$ cat src/rtl/tournament_chooser.sv
`default_nettype none
// ============================================================================
// Module   : tournament_chooser
// Brief    : Per-PC pshare/gshare chooser with in-order training queue,
//            table auto-init, flush and saturating hit/miss statistics.
// Revision : 1.0
// ============================================================================
module tournament_chooser #(
    parameter int N         = 32,
    parameter int IDX_BITS  = 10,
    parameter int CTR_BITS  = 2,
    parameter int DEPTH     = 4,
    parameter int STAT_BITS = 32
) (
    input  logic                   clock,
    input  logic                   reset,
    input  logic                   predict_valid,
    output logic                   pred_ready,
    input  logic [N-1:0]           PC,
    input  logic                   prediction_ph,
    input  logic                   prediction_gh,
    input  logic [N-1:0]           ph_PC,
    input  logic [N-1:0]           gh_PC,
    output logic                   prediction,
    output logic [N-1:0]           nex_PC,
    output logic                   choice_gh,
    input  logic                   resolve_valid,
    input  logic                   fix_result,
    input  logic                   flush,
    output logic [$clog2(DEPTH):0] inflight,
    output logic [STAT_BITS-1:0]   hit,
    output logic [STAT_BITS-1:0]   miss,
    output logic                   resolve_err
);
    localparam int                     ENTRIES  = 2**IDX_BITS;
    localparam int                     PTR_W    = (DEPTH > 1) ? $clog2(DEPTH) : 1;
    localparam int                     CNT_W    = $clog2(DEPTH) + 1;
    localparam logic [CNT_W-1:0]       FULL     = CNT_W'(DEPTH);
    localparam logic [PTR_W-1:0]       PTR_LAST = PTR_W'(DEPTH - 1);
    localparam logic [IDX_BITS-1:0]    IDX_LAST = '1;
    localparam logic [CTR_BITS-1:0]    CTR_INIT = CTR_BITS'((2**(CTR_BITS-1)) - 1);
    localparam logic [CTR_BITS-1:0]    CTR_MAX  = '1;
    localparam logic [STAT_BITS-1:0]   STAT_MAX = '1;

    typedef enum logic [0:0] {
        ST_INIT = 1'b0,
        ST_RUN  = 1'b1
    } state_t;

    typedef struct packed {
        logic [IDX_BITS-1:0] idx;
        logic                ph;
        logic                gh;
        logic                pred;
    } entry_t;

    state_t                state_q,    state_d;
    logic [IDX_BITS-1:0]   init_ptr_q, init_ptr_d;
    logic [PTR_W-1:0]      head_q,     head_d;
    logic [PTR_W-1:0]      tail_q,     tail_d;
    logic [CNT_W-1:0]      cnt_q,      cnt_d;
    logic [STAT_BITS-1:0]  hit_q,      hit_d;
    logic [STAT_BITS-1:0]  miss_q,     miss_d;
    logic                  err_q,      err_d;

    logic [CTR_BITS-1:0]   tbl_q [ENTRIES];
    entry_t                fifo_q [DEPTH];

    logic [IDX_BITS-1:0]   pred_idx;
    logic [CTR_BITS-1:0]   pred_ctr;
    logic                  accept;
    logic                  pop;
    entry_t                head_e;
    logic [CTR_BITS-1:0]   train_ctr;
    logic                  ph_ok;
    logic                  gh_ok;
    logic                  tbl_we;
    logic [IDX_BITS-1:0]   tbl_widx;
    logic [CTR_BITS-1:0]   tbl_wdata;
    logic                  unused_pc_bits;

    assign unused_pc_bits = ^{PC[N-1:IDX_BITS+2], PC[1:0]};

    function automatic logic [PTR_W-1:0] ptr_inc(input logic [PTR_W-1:0] p);
        return (p == PTR_LAST) ? '0 : p + 1'b1;
    endfunction

    // Prediction path reads the table before any same-cycle training write.
    always_comb begin
        pred_idx   = PC[IDX_BITS+1:2];
        pred_ctr   = tbl_q[pred_idx];
        choice_gh  = (state_q == ST_RUN) && pred_ctr[CTR_BITS-1];
        prediction = choice_gh ? prediction_gh : prediction_ph;
        nex_PC     = choice_gh ? gh_PC : ph_PC;
        pred_ready = (state_q == ST_RUN) && !flush && ((cnt_q != FULL) || resolve_valid);
        accept     = predict_valid && pred_ready;
        pop        = resolve_valid && (cnt_q != '0);
        head_e     = fifo_q[head_q];
        train_ctr  = tbl_q[head_e.idx];
        ph_ok      = (head_e.ph == fix_result);
        gh_ok      = (head_e.gh == fix_result);
    end

    always_comb begin
        state_d    = state_q;
        init_ptr_d = init_ptr_q;
        head_d     = head_q;
        tail_d     = tail_q;
        cnt_d      = cnt_q + CNT_W'(accept) - CNT_W'(pop);
        hit_d      = hit_q;
        miss_d     = miss_q;
        err_d      = err_q;
        tbl_we     = 1'b0;
        tbl_widx   = init_ptr_q;
        tbl_wdata  = CTR_INIT;

        if (state_q == ST_INIT) begin
            tbl_we     = 1'b1;
            init_ptr_d = init_ptr_q + 1'b1;
            if (init_ptr_q == IDX_LAST) begin
                state_d = ST_RUN;
            end
        end else if (pop) begin
            tbl_widx = head_e.idx;
            if (ph_ok && !gh_ok && (train_ctr != '0)) begin
                tbl_we    = 1'b1;
                tbl_wdata = train_ctr - 1'b1;
            end else if (gh_ok && !ph_ok && (train_ctr != CTR_MAX)) begin
                tbl_we    = 1'b1;
                tbl_wdata = train_ctr + 1'b1;
            end
        end

        if (pop) begin
            head_d = ptr_inc(head_q);
            if (head_e.pred == fix_result) begin
                if (hit_q != STAT_MAX) hit_d = hit_q + 1'b1;
            end else begin
                if (miss_q != STAT_MAX) miss_d = miss_q + 1'b1;
            end
        end else if (resolve_valid) begin
            err_d = 1'b1;
        end

        if (accept) begin
            tail_d = ptr_inc(tail_q);
        end

        // Head resolve above still counts; everything behind it is dropped.
        if (flush) begin
            head_d = '0;
            tail_d = '0;
            cnt_d  = '0;
        end
    end

    always_ff @(posedge clock or posedge reset) begin
        if (reset) begin
            state_q    <= ST_INIT;
            init_ptr_q <= '0;
            head_q     <= '0;
            tail_q     <= '0;
            cnt_q      <= '0;
            hit_q      <= '0;
            miss_q     <= '0;
            err_q      <= 1'b0;
        end else begin
            state_q    <= state_d;
            init_ptr_q <= init_ptr_d;
            head_q     <= head_d;
            tail_q     <= tail_d;
            cnt_q      <= cnt_d;
            hit_q      <= hit_d;
            miss_q     <= miss_d;
            err_q      <= err_d;
        end
    end

    always_ff @(posedge clock) begin
        if (tbl_we) begin
            tbl_q[tbl_widx] <= tbl_wdata;
        end
        if (accept) begin
            fifo_q[tail_q] <= '{idx: pred_idx, ph: prediction_ph,
                                gh: prediction_gh, pred: prediction};
        end
    end

    assign inflight    = cnt_q;
    assign hit         = hit_q;
    assign miss        = miss_q;
    assign resolve_err = err_q;

endmodule
`default_nettype wire

$ cat config.mk
export PLATFORM = sky130hd
export DESIGN_NAME = tournament_chooser
export DESIGN_NICKNAME = d
export VERILOG_FILES = /design/src/rtl/tournament_chooser.sv
export SDC_FILE = /design/constraint.sdc
export NUM_CORES = 2
export LEC_CHECK = 0
export ABC_AREA = 1
export CELL_PAD_IN_SITES_DETAIL_PLACEMENT = 1
export CELL_PAD_IN_SITES_GLOBAL_PLACEMENT = 1
export CORE_ASPECT_RATIO = 1.2
export CORE_MARGIN = 10
export CORE_UTILIZATION = 40
export CTS_BUF_LIST = sky130_fd_sc_hd__clkbuf_16
export DETAILED_ROUTE_END_ITERATION = 10
export PLACE_DENSITY = 0.77
export SYNTH_ARGS = -nofsm -noshare
export SYNTH_HDL_FRONTEND = slang
export SYNTH_SLANG_ARGS = --single-unit
$ cat constraint.sdc
create_clock -name clock -period 74.4 [get_ports clock]
set_clock_uncertainty 0.15 [all_clocks]
set_input_delay 14.88 -clock clock [delete_from_list [all_inputs] [get_ports clock]]
set_output_delay 14.88 -clock clock [all_outputs]
set_load 0.01 [all_outputs]
-- After elaboration in Yosys (flattened, before gate mapping)
Memory sizes are Yosys's and may differ from the RTL's.
Index checks and enable logic that the tools add are counted.
- flip-flop bits (word level): 83
- RAM bits: 2100
- output and inout port bits: 103
- memories: 2
- memories (memory ; depth ; width ; rd ports ; clocked after Yosys merged registers in ; write ports ; RTL line ; text):
    tbl_q ; 1024 ; 2 ; 2 ; 0 ; 1 ; 66 ; logic [CTR_BITS-1:0] tbl_q [ENTRIES];
    fifo_q ; 4 ; 13 ; 1 ; 0 ; 1 ; 67 ; entry_t fifo_q [DEPTH];
- add/sub/neg operators: 9
- equal/unequal tests: 10
- muxes and demuxes: 25
- bitwise operators: 2
- reduce and logical (&&, ||, !) cells: 20
- operator list (kind ; number):
    $add A32 B1 Y32 const B ; 2
    $ne A32 B32 Y1 const B ; 2
    $mux W32 ; 1
    $mux W10 ; 2
    $mux W2 ; 10
    $mux W1 ; 11
    $add A10 B1 Y10 const B ; 1
    $eq A10 B10 Y1 const B ; 1
    $logic_and A1 B1 Y1 ; 9
    $add A2 B1 Y2 const B ; 3
    $reduce_and A3 Y1 ; 2
    $reduce_bool A2 Y1 ; 3
    $eq A2 B2 Y1 const B ; 2
    $add A3 B1 Y3 ; 1
    $eq A1 B1 Y1 ; 3
    $logic_not A1 Y1 ; 3
    $mux W3 ; 1
    $ne A3 B3 Y1 const B ; 1
    $reduce_bool A3 Y1 ; 1
    $sub A3 B1 Y3 ; 1
    $ne A2 B2 Y1 const B ; 1
    $not A1 Y1 ; 2
    $reduce_and A2 Y1 ; 1
    $sub A2 B1 Y2 const B ; 1
    $logic_or A1 B1 Y1 ; 1

-- Logic depth before layout (Yosys ltp)
An unclocked memory read counts as a cell.
- depth in word-level cells: 11
- gate-level depth with buffers: 32
- gate-level depth less buffers: 26

-- Least setup slack after synthesis
OpenSTA, ideal clock, no wires.
- kind: input to register
- from: in fix_result
- to: mem tbl_q[0][1], data pin
- setup time: 7.767 ns
- arrival: 53.524 ns
- path slack: 12.959 ns
- stages: 5
- cell sequence: xor2_1 -> inv_1 -> o31ai_1 -> nand2_1 -> nor3_1
- longest elaborated chain between the ends: 8
- elaborated cells on any way between the ends: 12
- those cells by class: eq/ne (2); mux (4); reduce/logical (6)
- ends and longest elaborated chain (what ; RTL line ; text):
    start, declared ; 28 ; input logic fix_result,
    $eq A1 B1 Y1 ; 100 ; ph_ok = (head_e.ph == fix_result);
    $logic_not A1 Y1 ; 128 ; end else if (gh_ok && !ph_ok && (train_ctr != CTR_MAX)) begin
    $logic_and A1 B1 Y1 (2 in series) ; 128 ;
    $mux W2 ; 128 ;
    $mux W2 * ; 125 ; if (ph_ok && !gh_ok && (train_ctr != '0)) begin
    $mux W2 * ; 123 ; end else if (pop) begin
    $mux W2 * ; 117 ; if (state_q == ST_INIT) begin
    net tbl_wdata[1] ; 79 ; logic [CTR_BITS-1:0] tbl_wdata;
    end, declared ; 66 ;
Mark *: on every way through the listed nets, which the timed path passes. The rest lies on a longest branch.

-- Final worst setup path
- from: in PC[2]
- to: out prediction
- longest elaborated chain between the ends: 3
- ends and longest elaborated chain (what ; RTL line ; text):
    start, declared ; 19 ; input logic [N-1:0] PC,
    $mem_v2 Z1024 W2 ; - ;
    $logic_and A1 B1 Y1 ; 92 ; choice_gh = (state_q == ST_RUN) && pred_ctr[CTR_BITS-1];
    $mux W1 ; 93 ; prediction = choice_gh ? prediction_gh : prediction_ph;
    end, declared ; 24 ; output logic prediction,
No other way between the ends.

==> flow_metrics.py <==
metrics = {
    "worst_setup_path": {
        "worstPathArrival_ns": 20.62,
        "worst_ep_required_time_ns": 59.37,
        "crit_fanout": 88,
        "cp-end-kind": "output pin",
        "start_kind": "input port",
        "path_class": "input port to output pin",
    },
    "final_layout": {
        "mostFrequentLayoutCell": "nand2_1",
        "final_cell_mix": "nand2_1 (2409), edfxtp_1 (2100), nand3_1 (2085), nor2_1 (1563), o21ai_0 (628)",
        "drive_gt1_share_pct": 5.49,
        "postLayoutCellArea_mm2": 0.117,
        "final_nets": 11000,
        "area_growth_syn_to_layout_pct": 10.6,
    },
    "synthesis": {
        "synthDistinctLibCells": 46,
        "synth_ff_type": "edfxtp_1",
        "synth_area_leaders": "edfxtp_1 (60%), nand3_1 (9.9%), nand2_1 (8.7%), nor2_1 (5.6%), o21ai_0 (3.0%)",
        "syn_area_mm2": 0.105,
        "async_flop_share_pct": 3.80,
        "synth_area_leader_cell": "edfxtp_1",
        "synth_top_area_share_pct": 59.8,
        "ys_warn_count": 0,
        "avgSynthCellArea_um2": 9.44,
        "synth_edf_count": 2100,
        "netlist_instances": 11200,
        "syn_nets": 11300,
        "ys_ff_latch": 2183,
        "seq_area_frac_synth_pct": 61.8,
    },
    "detailed_routing": {
        "wl_met1_mm": 144,
        "postRouteAntennaNets": 0,
        "drt-initial-drc-count": 10500,
        "vias": 88400,
        "routed_wl_mm": 405,
        "post-route-drc-count": 0,
        "firstDrtPassIters": 8,
        "top_layer": "met5",
        "wl_met2_mm": 189,
        "drt-vias-per-instance": 6.12,
        "wire_per_inst_um": 28.0,
        "wl_met3_mm": 39.9,
    },
    "timing": {
        "final-max-slew-violation-count": 48,
        "min_period_over_period_pct": 47.9,
        "finalSetupViolations": 0,
        "rsz0062_at_grt": "false",
        "hold_viol": 0,
        "tns_ns": 0,
        "setup_ws_ns": 38.75,
        "worst_pin_slew_ns": 1.56,
        "fin_crit_ns": 35.65,
        "relSlewSlack_pct": -4.02,
        "max_freq_mhz": 28.0,
    },
    "placed_design": {
        "gp_congestion": 0.888,
        "pre_cts_ws_ns": 38.77,
        "place_area_mm2": 0.109,
        "io_buffers": 184,
        "dpl.hpwl_mm": 215,
    },
    "clocking": {
        "cts_buffers": 222,
        "worst_skew_pair.late_latency_ns": 0.92,
        "clock_path_buffers": 4,
        "hold_buffers": 0,
        "cts_root_buf": "clkbuf_16",
        "path_clk_slew_ns": 0.06,
        "cts_tree": "yes",
        "cts_sinks": 2183,
        "cts_resized": 0,
        "h-tree-depth": 4,
        "cts_setup_buffers": 0,
    },
    "status": {
        "status": "finished, violations left",
        "violations": "slew limit",
    },
    "floorplanning": {
        "pin_count": 207,
        "die_area_mm2": 0.284,
        "die_height_um": 582,
        "rows": 206,
        "dieWidth_um": 489,
        "core-area_mm2": 0.262,
        "initial_utilization_pct": 40.2,
    },
    "power": {
        "ir_worst_vdd_mv": 0.0300,
        "p_per_area_mw_per_mm2": 32.0,
        "total_leakage_power_nw": 42.1,
    },
    "worst_hold_path": {
        "holdCritPathClass": "register to register",
    },
    "global_routing": {
        "grt_usage_pct": 27.3,
        "grt_pass1_wl_mm": 589,
        "grt_pass1_vias": 92600,
        "grt_antenna_before_repair": 8,
        "grt-ovfl-total": 0,
        "grt_max_degree": 263,
    },
    "run": {
        "cap_violations": 0,
    },
}
[logic make-up (layout without fill, tap and decap cells)]
group	after synthesis	count (layout)	synth area share [%]
other cells	0	1	0
compound gates	1092	1092	5.77
simple gates	6316	6316	25.7
buf+inv	1493	1347	5.92
flops	2183	2183	61.8
fa+ha+maj	13	13	0.161
xor+xnor	71	71	0.597
[metal layers]
layer / global-route usage [%] / vias up
met1: 32.2 / 44200
met3: 4.87 / 1445
met2: 45.1 / 5111
met4: 19.3 / 4
met5: 0 / -
li1: - / 37600
[worst max-delay path, cell delays in order]
cell             delay [ns]
buf_8                  0.21
inv_8                  0.49
buf_4                  0.63
buf_4                  0.89
o21ai_0                0.24
o22ai_1                0.18
nand2_1                0.08
nand3_1                0.12
nand3_1                0.12
nand3_1                0.33
nand2_1                0.18
nand2_1                0.09
nand3_1                0.08
nand3_1                0.08
nand3_1                0.10
nand2_2                0.60
nand2_4                0.41
nand2_1                0.15
nand2_1                0.13
clkdlybuf4s50_1        0.53
[cells in the mapped netlist (all sizes together), types with 12 or more instances]
master	number
nand2	2446
clkbuf	373
nand3b	130
dfrtp	83
buf	521
inv	598
o211ai	95
nand3	2099
edfxtp	2100
xnor2	27
nor3	29
o21ai	639
nand4	13
o22ai	224
xor2	44
a21oi	123
ha	12
nor2	1586
[report_power, final]
group	internal, mW	leakage (nW)	switching [mW]
combinational	0.324	18.0	0.944
clock	0.640	3.67	0.490
sequential	1.33	20.5	0.00532
[state kept, by name (all words and copies together) (netlist names)]
signal,flops
tbl_q,2048
fifo_q,52
hit,32
miss,32
init_ptr_q,10
inflight,3
head_q,2
tail_q,2
resolve_err,1
state_q,1
[per-stage QoR]
stage	cells	power [mW]	util (%)	hold slack [ns]
finish	14500	3.73	44.4	0.334
global route	14500	3.87	44.4	0.348
CTS	14500	3.71	44.4	0.330
detailed placement	14100	2.59	41.7	0.316
global placement	14100	2.55	41.7	0.303
floorplan	11200	2.15	-	0.317
[path summary, 6_finish.rpt]
| check | from | end | slack [ns] | depth (start not counted) |
|---|---|---|---|---|
| max | PC[2] | prediction | 38.75 | 20 |
| min | resolve_err | resolve_err | 0.33 | 1 |
| max reg2reg | head_q[1] | tbl_q[375][1] | 62.24 | 29 |
| min reg2reg | resolve_err | resolve_err | 0.33 | 1 |
| max in group asynchronous | reset | miss[2] | 58.71 | 3 |
| min in group asynchronous | reset | head_q[0] | 14.29 | 2 |
[cell type report]
cell class	count	area, um2
diodes	1	2.50
clock buffers	224	5610
clock inverters	176	1540
fillers	29300	146000
inverters	599	2300
multi-input cells	7492	34400
flip-flops and latches	2183	65100
well taps	3432	4290
repair buffers	348	3330
Note: power is estimated with default switching activity, not from simulation.
